### config.mk
export PLATFORM = sky130hd
export DESIGN_NAME = serial_in_ext
export DESIGN_NICKNAME = d
export VERILOG_FILES = /design/src/rtl/serial_in_ext.sv
export SDC_FILE = /design/constraint.sdc
export NUM_CORES = 1
export LEC_CHECK = 0
export CAP_MARGIN = 25
export CORE_AREA = 3 3 86 71
export DETAILED_ROUTE_END_ITERATION = 10
export DIE_AREA = 0 0 89 74
export PLACE_DENSITY = 0.61
export SLEW_MARGIN = 20
export SYNTH_ARGS = -nofsm -noshare
export SYNTH_HDL_FRONTEND = slang
export SYNTH_SLANG_ARGS = --single-unit
export TNS_END_PERCENT = 50
### constraint.sdc
create_clock -name i_clock -period 2.8 [get_ports i_clock]
set_input_delay 0.7 -clock i_clock [delete_from_list [all_inputs] [get_ports i_clock]]
set_output_delay 0.7 -clock i_clock [all_outputs]
set_load 0.05 [all_outputs]
### src/rtl/serial_in_ext.sv
// UART-style serial receiver with majority-vote sampling, optional parity, break detection
// and a single-entry valid/ready output holding register with overrun reporting.
module serial_in_ext #(
   parameter int CLK_HZ    = 56842105,
   parameter int BAUD_RATE = 115200,
   parameter int DATA_BITS = 8,
   parameter int PARITY    = 0,
   parameter int STOP_BITS = 1
) (
   input  logic                 i_clock,
   input  logic                 i_reset,
   input  logic                 i_serial_rx,
   output logic [DATA_BITS-1:0] o_data,
   output logic                 o_valid,
   input  logic                 i_ready,
   output logic                 o_frame_err,
   output logic                 o_parity_err,
   output logic                 o_overrun,
   output logic                 o_break,
   output logic                 o_busy
);

   localparam int DIV = CLK_HZ / BAUD_RATE;
   localparam int CW  = $clog2(DIV) + 1;
   localparam logic [CW-1:0] HALF = CW'(DIV / 2);
   localparam logic [CW-1:0] FULL = CW'(DIV);
   localparam logic [3:0] LAST_DATA = 4'(DATA_BITS - 1);
   localparam logic [3:0] LAST_STOP = 4'(STOP_BITS - 1);

   typedef enum logic [2:0] {IDLE, START, DATA, PAR, STOP, WAIT_HIGH} state_t;

   state_t                 state_q, state_d;
   logic                   sync1_q, sync1_d, rxs_q, rxs_d;
   logic [1:0]             hist_q, hist_d;
   logic [1:0]             flush_q, flush_d;
   logic                   armed_q, armed_d;
   logic [CW-1:0]          cnt_q, cnt_d;
   logic [3:0]             bit_q, bit_d;
   logic [DATA_BITS-1:0]   shift_q, shift_d;
   logic                   any_one_q, any_one_d;
   logic                   par_acc_q, par_acc_d;
   logic                   par_err_q, par_err_d;
   logic [DATA_BITS-1:0]   data_q, data_d;
   logic                   valid_q, valid_d;
   logic                   frame_err_q, frame_err_d;
   logic                   parity_err_q, parity_err_d;
   logic                   overrun_q, overrun_d;
   logic                   break_q, break_d;
   logic                   maj, sample, deliver, deliver_fe;

   assign maj = (rxs_q & hist_q[0]) | (rxs_q & hist_q[1]) | (hist_q[0] & hist_q[1]);

   always_comb begin
      sync1_d      = i_serial_rx;
      rxs_d        = sync1_q;
      hist_d       = {hist_q[0], rxs_q};
      // The synchroniser resets to 1; only trust rxs once both stages carry real line data.
      flush_d      = (flush_q == 2'd2) ? flush_q : flush_q + 2'd1;
      armed_d      = armed_q | ((flush_q == 2'd2) & rxs_q);
      state_d      = state_q;
      cnt_d        = cnt_q;
      bit_d        = bit_q;
      shift_d      = shift_q;
      any_one_d    = any_one_q;
      par_acc_d    = par_acc_q;
      par_err_d    = par_err_q;
      data_d       = data_q;
      valid_d      = valid_q & ~i_ready;
      frame_err_d  = frame_err_q;
      parity_err_d = parity_err_q;
      overrun_d    = 1'b0;
      break_d      = break_q;
      deliver      = 1'b0;
      deliver_fe   = 1'b0;
      sample       = (state_q == START) ? (cnt_q == HALF) : (cnt_q == FULL);

      case (state_q)
         IDLE: begin
            cnt_d     = '0;
            bit_d     = '0;
            any_one_d = 1'b0;
            par_acc_d = 1'b0;
            par_err_d = 1'b0;
            if (armed_q && !rxs_q) state_d = START;
         end
         START: begin
            cnt_d = cnt_q + CW'(1);
            if (sample) begin
               cnt_d   = CW'(1);
               state_d = maj ? IDLE : DATA;
            end
         end
         DATA: begin
            cnt_d = cnt_q + CW'(1);
            if (sample) begin
               cnt_d     = CW'(1);
               shift_d   = {maj, shift_q[DATA_BITS-1:1]};
               any_one_d = any_one_q | maj;
               par_acc_d = par_acc_q ^ maj;
               bit_d     = bit_q + 4'd1;
               if (bit_q == LAST_DATA) begin
                  bit_d   = '0;
                  state_d = (PARITY != 0) ? PAR : STOP;
               end
            end
         end
         PAR: begin
            cnt_d = cnt_q + CW'(1);
            if (sample) begin
               cnt_d     = CW'(1);
               any_one_d = any_one_q | maj;
               par_err_d = (PARITY == 1) ? (par_acc_q ^ maj) : ~(par_acc_q ^ maj);
               state_d   = STOP;
            end
         end
         STOP: begin
            cnt_d = cnt_q + CW'(1);
            if (sample) begin
               cnt_d = CW'(1);
               if (!maj) begin
                  state_d = WAIT_HIGH;
                  if (!any_one_q) begin
                     break_d = 1'b1;
                  end else begin
                     deliver    = 1'b1;
                     deliver_fe = 1'b1;
                  end
               end else begin
                  any_one_d = 1'b1;
                  bit_d     = bit_q + 4'd1;
                  if (bit_q == LAST_STOP) begin
                     deliver = 1'b1;
                     state_d = IDLE;
                  end
               end
            end
         end
         WAIT_HIGH: begin
            if (rxs_q) begin
               state_d = IDLE;
               break_d = 1'b0;
            end
         end
         default: state_d = IDLE;
      endcase

      // A completing word loads only if the holding register is free or being drained now.
      if (deliver) begin
         if (!valid_q || i_ready) begin
            valid_d      = 1'b1;
            data_d       = shift_q;
            frame_err_d  = deliver_fe;
            parity_err_d = par_err_q;
         end else begin
            overrun_d = 1'b1;
         end
      end
   end

   always_ff @(posedge i_clock) begin
      if (i_reset) begin
         state_q      <= IDLE;
         sync1_q      <= 1'b1;
         rxs_q        <= 1'b1;
         hist_q       <= 2'b11;
         flush_q      <= 2'd0;
         armed_q      <= 1'b0;
         cnt_q        <= '0;
         bit_q        <= '0;
         shift_q      <= '0;
         any_one_q    <= 1'b0;
         par_acc_q    <= 1'b0;
         par_err_q    <= 1'b0;
         data_q       <= '0;
         valid_q      <= 1'b0;
         frame_err_q  <= 1'b0;
         parity_err_q <= 1'b0;
         overrun_q    <= 1'b0;
         break_q      <= 1'b0;
      end else begin
         state_q      <= state_d;
         sync1_q      <= sync1_d;
         rxs_q        <= rxs_d;
         hist_q       <= hist_d;
         flush_q      <= flush_d;
         armed_q      <= armed_d;
         cnt_q        <= cnt_d;
         bit_q        <= bit_d;
         shift_q      <= shift_d;
         any_one_q    <= any_one_d;
         par_acc_q    <= par_acc_d;
         par_err_q    <= par_err_d;
         data_q       <= data_d;
         valid_q      <= valid_d;
         frame_err_q  <= frame_err_d;
         parity_err_q <= parity_err_d;
         overrun_q    <= overrun_d;
         break_q      <= break_d;
      end
   end

   assign o_data       = data_q;
   assign o_valid      = valid_q;
   assign o_frame_err  = frame_err_q;
   assign o_parity_err = parity_err_q;
   assign o_overrun    = overrun_q;
   assign o_break      = break_q;
   assign o_busy       = (state_q != IDLE);

endmodule

# Word level (Yosys, flattened, before mapping)
# Index checks and enable logic that the tools add are counted.
# op_classes
addsub,3
n_eq_ne,21
n_mux,43
n_bitwise,13
reduce_logical,24
# op_table
operator,count
2-to-1 mux 3 bit,9
2-to-1 mux 1 bit,21
"inequality test 2 bit, second input constant",10
case mux 10 bit (2 select lines),1
case mux 3 bit (6 select lines),1
2-to-1 mux 4 bit,4
case mux 4 bit (3 select lines),1
"adder 10 x 1 -> 10 bit, second input constant",1
"== test 10 x 8 -> 1 bit, second input constant",1
"== test 10 x 9 -> 1 bit, second input constant",1
2-to-1 mux 10 bit,1
nonzero test 3 bit,3
AND reduction 2 bit,4
AND reduction 4 bit,2
AND reduction 8 bit,1
nonzero test 2 bit,4
"== test 3 x 2 -> 1 bit, second input constant",2
"== test 3 bit, second input constant",2
case mux 1 bit (2 select lines),3
AND 1 bit,5
AND reduction 5 bit,1
"adder 4 x 1 -> 4 bit, second input constant",1
"== test 4 x 3 -> 1 bit, second input constant",1
logical NOT 4 bit,1
16 further kinds,23
# word_totals
ff_bits,48
inputBits,4
out_inout_bits,14

# Logic depth before layout (Yosys ltp)
# Gate-level depths: netlist of the first run.
# logic_depth
ltp_word,8
mapped_depth,8
ltp_nobuf,7

# Worst setup path after synthesis of the first run
# Ideal clock, no wire load.
# synth_path
path_type,register -> register
start,register cnt_q[0]
end,register state_q[1]
setup_ns,0.070
arrival_ns,1.818
setup_slack_ns,0.911
stages_incl_launch_ff,8
n_path_buf,2
cell_sequence,dfxtp_1 -> and3b_1 -> buf_2 -> a22oi_1 -> or3_1 -> buf_2 -> or4_1 -> a21oi_1
# synth_via
elab_chain_len,4
# synth_lines
item,line_no,text
"start, declared",37,"logic [CW-1:0] cnt_q, cnt_d;"
"start signal, assigned",187,cnt_q <= cnt_d;
== test 10 x 9 -> 1 bit / == test 10 x 8 -> 1 bit (equally long branches),75,sample = (state_q == START) ? (cnt_q == HALF) : (cnt_q == FULL);
2-to-1 mux 1 bit (*),75,
inequality test 2 bit (no source line),-,
AND reduction 8 bit (no source line) (*),-,
"end signal, assigned",181,state_q <= state_d;
"end, declared",32,"state_t state_q, state_d;"
# Every way passes the cells marked *; elsewhere a longest branch is shown, timed or not.
# A chain may end at the register's enable or synchronous reset.

# Worst setup path after layout of the first run
# layout_path
start,register state_q[2]
end,output o_busy
# layout_via
elab_chain_len,1
# layout_lines
item,line_no,text
nonzero test 3 bit,208,assign o_busy = (state_q != IDLE);
"end, declared",20,output logic o_busy
# Every way passes these cells.

==> results of run 1 <==
worst max path at each step:
stage / to / slack, ps
6_report: o_busy / 410
5_1_grt: state_q[1] / 260
4_1_cts: o_busy / 430
3_5_place_dp: state_q[1] / 480
3_3_place_gp: state_q[1] / 520
2_1_floorplan: state_q[1] / 910
power breakdown:
group | internal, mW | switching [mW] | total [mW]
clock | 0.360 | 0.250 | 0.610
sequential | 0.704 | 0.0162 | 0.720
combinational | 0.0421 | 0.0557 | 0.0977
metrics by stage:
step,setup WS [ps],hold WS [ps],instances
3_3_place_gp,520,398,361
3_5_place_dp,479,396,361
6_report,410,421,369
2_1_floorplan,911,389,289
5_1_grt,264,435,369
4_1_cts,434,424,369
flip-flops by register name, summed over array words and instances, names as in the netlist:
name	count
o_data	8
o_overrun	1
armed_q	1
rxs_q	1
flush_q	2
o_frame_err	1
bit_q	4
state_q	3
par_err_q	1
any_one_q	1
o_valid	1
rxs_d	1
o_break	1
o_parity_err	1
par_acc_q	1
shift_q	8
hist_q	2
cnt_q	10
layout by cell type (no fill, tap or decap), types with 5 or more instances in the layout:
| cell type | count |
|---|---|
| clkdlybuf4s50_1 | 16 |
| nand2_1 | 17 |
| a22oi_1 | 5 |
| nand3_1 | 14 |
| nor2_1 | 30 |
| nor3b_1 | 6 |
| o21ai_0 | 22 |
| mux2i_1 | 9 |
| nand4_1 | 6 |
| dfxtp_1 | 48 |
| clkbuf_8 | 5 |
| xor2_1 | 6 |
| a21oi_1 | 22 |
| inv_1 | 7 |
| buf_4 | 11 |
worst max-delay path: stages (launching register included):
cell and delay (ps):
dfxtp_1 630, buf_4 260, nor3_4 60, inv_1 190, buf_4 230
cell families after synthesis:
family,Yosys count
flip-flops,48
adder cells (fa/ha/maj),5
buffers and inverters,28
multiplexers,10
XOR/XNOR,8
AND/OR/NAND/NOR,110
AO/OA/AOI/OAI,80
area by class of cell:
| class | count | area (µm²) |
|---|---|---|
| clock buffer | 5 | 68.8 |
| clock inverter | 3 | 68.8 |
| fill | 501 | 2590 |
| inverter | 8 | 30.0 |
| multi-input combinational | 213 | 1340 |
| sequential | 48 | 961 |
| tap | 65 | 81.3 |
| timing repair buffer | 27 | 243 |
layer usage:
metal	GRT usage, %	wire length [µm]
met5	0	0
met4	4.96	46
met3	3.32	342
met2	24.3	2190
met1	29.0	2980
==> run_results.csv, run 1 <==
group,metric,value,unit
outcome,status,"complete, no violations",
die,die-area,0.00659,mm²
timing,skew,11.1,ps
yosys,yosys_warnings,0,
yosys,synth_top_family_by_area,"simple AND/OR/NAND/NOR gates",
clock_tree,cts_hold_buf,0,
yosys,synth_seq_cells,48,
timing,clock.fmax,418,MHz
drt,vias,2120,
setup_path,endpoint_kind,"output port",
layout,drive_gt1_share,9.87,%
grt,grt_start_max_net_pins,24,
drt,firstDrtPassIters,4,
grt,grt_overflow,0,
yosys,synth_simple_gate_area_share,25.0,%
clock_tree,postCtsSetupBuffers,0,
timing,slew_headroom,52.8,%
setup_path,rr_worst_depth,5,
die,io_pins,18,
die,die-width,89,µm
clock_tree,cts-root-buf,"clkbuf_8",
layout,antenna_cells,0,
drt,drtIter0Drc,154,
timing,grt_setup_unrepaired,"no",
setup_path,crit_start,"state_q[2]",
yosys,syn_area,0.00242,mm²
layout,final_area,0.00279,mm²
power_and_ir_drop,power_density,512,mW/mm²
grt,grt_pass1_vias,1908,
clock_tree,cts.htree.levels,2,
clock_tree,cts_buffer_depth,2,
yosys,postSynthAreaPerCell,8.37,µm²
yosys,synth-async-reset-ratio,0,%
drt,drt_wl_total,5560,µm
setup_path,r2r_slack,420,ps
setup_path,startpoint_type,"register",
power_and_ir_drop,fin_total_pwr,1.43,mW
drt,wire_per_inst,15.1,µm
power_and_ir_drop,p_leak,1.02,nW
yosys,synth_compound_area_share,20.7,%
setup_path,cp.arrival,1690,ps
drt,via_per_inst,5.75,
hold_path,hold_class,"register to register",
yosys,yosys.area.top_type,"dfxtp_1",
drt,drcViolationCount,0,
clock_tree,clk_latency,310,ps
clock_tree,cts_tree,"done",
die,die-height,74,µm
setup_path,r2r-start,"state_q[0]",
yosys,ys_seq_area_share,39.7,%
place,place.gp.congestion,0.845,
grt,grt_first_pass_wirelength,9290,µm
setup_path,path_max_fanout,15,
yosys,ys_types,55,
die,fp.coreArea,0.00538,mm²
timing,min_period,2390,ps
yosys,netlist_instances,289,
job,max-cap-violations,0,
layout,fin_util,51.9,%
timing,finalMaxSlewViolations,0,
layout,nets,311,
clock_tree,clock-sinks,48,
clock_tree,cts.clk_slew.worst_paths,100,ps
yosys,yosysMostFrequentCell,"dfxtp_1",
die,start_util,45.0,%
die,fp-row-count,24,
hold_path,hp-start,"rxs_d",
grt,grt_use_total,18.1,%
timing,setup_viol_count_final,0,
place,io_buffers,17,
timing,hold_viol_final,0,
place,placed_cell_area,0.00265,mm²
power_and_ir_drop,peakVddDrop,0.465,mV
yosys,synth_ff_type,"dfxtp_1",
yosys,synth_xor_xnor_area_share,2.90,%
yosys,synthTopCellsByCount,"dfxtp_1 (48), nor2_1 (30), a21oi_1 (22), o21ai_0 (22), nand2_1 (17)",
yosys,synth_area_leaders,"dfxtp_1 (40%), nor2_1 (4.7%), a21oi_1 (4.6%), o21ai_0 (4.6%), mux2i_1 (3.7%)",
clock_tree,ctsResizeCount,0,
timing,setup-tns-final,0,ps
yosys,netlist.area_leader.share,39.7,%
yosys,syn_nets,297,
clock_tree,cts_buffers,5,
yosys,yosys.area_share.adder,2.48,%
yosys,synthMuxAreaShare,4.19,%
drt,drtAntennaViolNets,0,
hold_path,worstHoldPathCells,1,
grt,antenna_found_initial,0,
place,dpl.hpwl,3980,µm
timing,min_period_over_period,85.4,%
setup_path,required,2100,ps
setup_path,rr_endpoint,"state_q[1]",
setup_path,path_class,"register to output port",
hold_path,whs_endpoint,"rxs_q",
timing,tightestPinTransition,707,ps
yosys,synth_edf_count,0,
layout,synthToLayoutAreaGrowth,15.3,%
Note: power is estimated with default switching activity, not from simulation.
==> run 2, diff against run 1 <==
--- a/config.mk
+++ b/config.mk
@@ -5,7 +5,7 @@
 export SDC_FILE = /design/constraint.sdc
 export NUM_CORES = 1
 export LEC_CHECK = 0
-export CAP_MARGIN = 25
+export CAP_MARGIN = 20
 export CORE_AREA = 3 3 86 71
 export DETAILED_ROUTE_END_ITERATION = 10
 export DIE_AREA = 0 0 89 74
==> constraint.sdc (replaced) <==
create_clock -name i_clock -period 3 [get_ports i_clock]
set_input_delay 0.75 -clock i_clock [delete_from_list [all_inputs] [get_ports i_clock]]
set_output_delay 0.75 -clock i_clock [all_outputs]
set_load 0.01 [all_outputs]
==> run_results.csv, run 2 (synthesis results as in run 1) <==
group,metric,value,unit
timing,min_period_over_period,88.8,%
power_and_ir_drop,internal_power,948,µW
place,io_buffers,17,
clock_tree,cts-root-buf,"clkbuf_8",
timing,hold_viol_final,0,
power_and_ir_drop,pwr-share-seq,53.8,%
clock_tree,postCtsSetupBuffers,0,
setup_path,cp.arrival,1910,ps
timing,setup-tns-final,0,ps
die,fp-row-count,24,
layout,synthToLayoutAreaGrowth,13.9,%
timing,min_period,2660,ps
grt,grt_first_pass_wirelength,9180,µm
timing,tightestPinTransition,759,ps
power_and_ir_drop,power_density,454,mW/mm²
clock_tree,clock-sinks,48,
clock_tree,cts_buffers,5,
setup_path,worstPathCellList,"nor3_4 -> inv_1 -> clkdlybuf4s50_1",
die,die-width,89,µm
grt,grt_start_max_net_pins,23,
timing,slew_headroom,49.3,%
clock_tree,cts_buffer_depth,2,
die,start_util,45.0,%
setup_path,r2r-start,"state_q[2]",
drt,wire_per_inst,14.7,µm
drt,vias,2083,
grt,antenna_found_initial,0,
outcome,status,"complete, no violations",
grt,grt_pass1_vias,1914,
layout,antenna_cells,0,
setup_path,required,2250,ps
power_and_ir_drop,p_sw,302,µW
setup_path,endpoint_kind,"output port",
drt,drtAntennaViolNets,0,
power_and_ir_drop,p_clk_share,39.2,%
clock_tree,ctsResizeCount,0,
grt,grt_use_total,17.8,%
job,max-cap-violations,0,
drt,via_per_inst,5.68,
drt,drt_wl_total,5400,µm
setup_path,max_stage_delay,820,ps
layout,largest_reg_flops,10,
setup_path,path_max_fanout,22,
layout,largest_register,"cnt_q",
place,place.gp.congestion,0.857,
setup_path,endpoint,"o_busy",
layout,layout_common_cells,"dfxtp_1 (48), nor2_1 (30), o21ai_0 (22), a21oi_1 (22)",
clock_tree,cts_hold_buf,0,
setup_path,startpoint_type,"register",
setup_path,critPathSlowestCell,"dfxtp_1",
place,dpl.hpwl,3830,µm
setup_path,path_class,"register to output port",
power_and_ir_drop,peakVddDrop,0.300,mV
grt,grt_overflow,0,
layout,nets,309,
setup_path,rr_worst_depth,5,
power_and_ir_drop,pwr-share-comb,7.0,%
drt,firstDrtPassIters,4,
timing,hold_slack,415,ps
setup_path,crit_start,"state_q[2]",
setup_path,rr_endpoint,"state_q[1]",
drt,drtIter0Drc,168,
timing,finalMaxSlewViolations,0,
die,die-area,0.00659,mm²
clock_tree,cts_tree,"done",
die,die-height,74,µm
die,io_pins,18,
die,fp.coreArea,0.00538,mm²
clock_tree,clk_latency,310,ps
timing,clock.fmax,375,MHz
layout,final_common_cell,"dfxtp_1",
power_and_ir_drop,switching_share,24.2,%
clock_tree,cts.clk_slew.worst_paths,90,ps
power_and_ir_drop,p_leak,0.992,nW
timing,grt_setup_unrepaired,"no",
layout,drive_gt1_share,8.94,%
clock_tree,cts.htree.levels,2,
setup_path,r2r_slack,570,ps
timing,skew,13.4,ps
hold_path,hold_class,"register to register",
timing,setup_viol_count_final,0,
drt,drcViolationCount,0,
## run 2: cell types whose count changed in the layout (fill, tap and decap cells not counted), sizes merged
cell / change
buf: -3
bufinv: -1
clkdlybuf4s50: +1
clkinvlp: +1
## run 2: through the flow
| step | setup WS, ps | std cells | power, mW | area, µm² | utilization (%) |
|---|---|---|---|---|---|
| 6_report | 336 | 367 | 1.25 | 2750 | 51.2 |
| 5_1_grt | 213 | 367 | 1.30 | 2750 | 51.2 |
| 4_1_cts | 334 | 367 | 1.26 | 2750 | 51.2 |
| 3_5_place_dp | 628 | 359 | 0.775 | 2640 | 49.1 |
| 3_3_place_gp | 674 | 359 | 0.774 | 2640 | 49.1 |
| 2_1_floorplan | 1110 | 289 | 0.754 | 2420 | - |
## run 2: routing by layer
metal,GRT usage (%),wire [µm]
met1,26.8,2810
met2,25.5,2240
met3,3.99,299
met4,4.96,55
met5,0,0
## run 2: power groups by stage
stage,sequential (mW),combinational [mW],clock (mW)
floorplan,0.681,0.0734,0
global placement,0.687,0.0868,0
detailed placement,0.687,0.0879,0
CTS,0.672,0.0890,0.500
global route,0.675,0.107,0.522
finish,0.672,0.0878,0.490
## run 2: how the worst min path moves through the flow
stage / to / startpoint / slack (ps) / depth (start not counted)
after detailed placement: rxs_q / rxs_d / 400 / 1
after global placement: rxs_q / rxs_d / 410 / 1
final: rxs_q / rxs_d / 420 / 1
after floorplan: rxs_q / rxs_d / 390 / 1
after global routing: rxs_q / rxs_d / 430 / 1
after CTS: rxs_q / rxs_d / 420 / 1
## run 2: area by class of cell
class | count | area (µm²)
Fill cell | 528 | 2620
Multi-Input combinational cell | 213 | 1340
Sequential cell | 48 | 961
Timing Repair Buffer | 25 | 230
Tap cell | 65 | 81.3
Clock buffer | 5 | 68.8
Clock inverter | 3 | 46.3
Inverter | 8 | 30.0
## run 2: critical path: cells and delay by family, from the launching register on
kind                   cells  cell delay, ps
buffers and inverters      2             700
DFF                        1             820
and+or+nand+nor            1              80
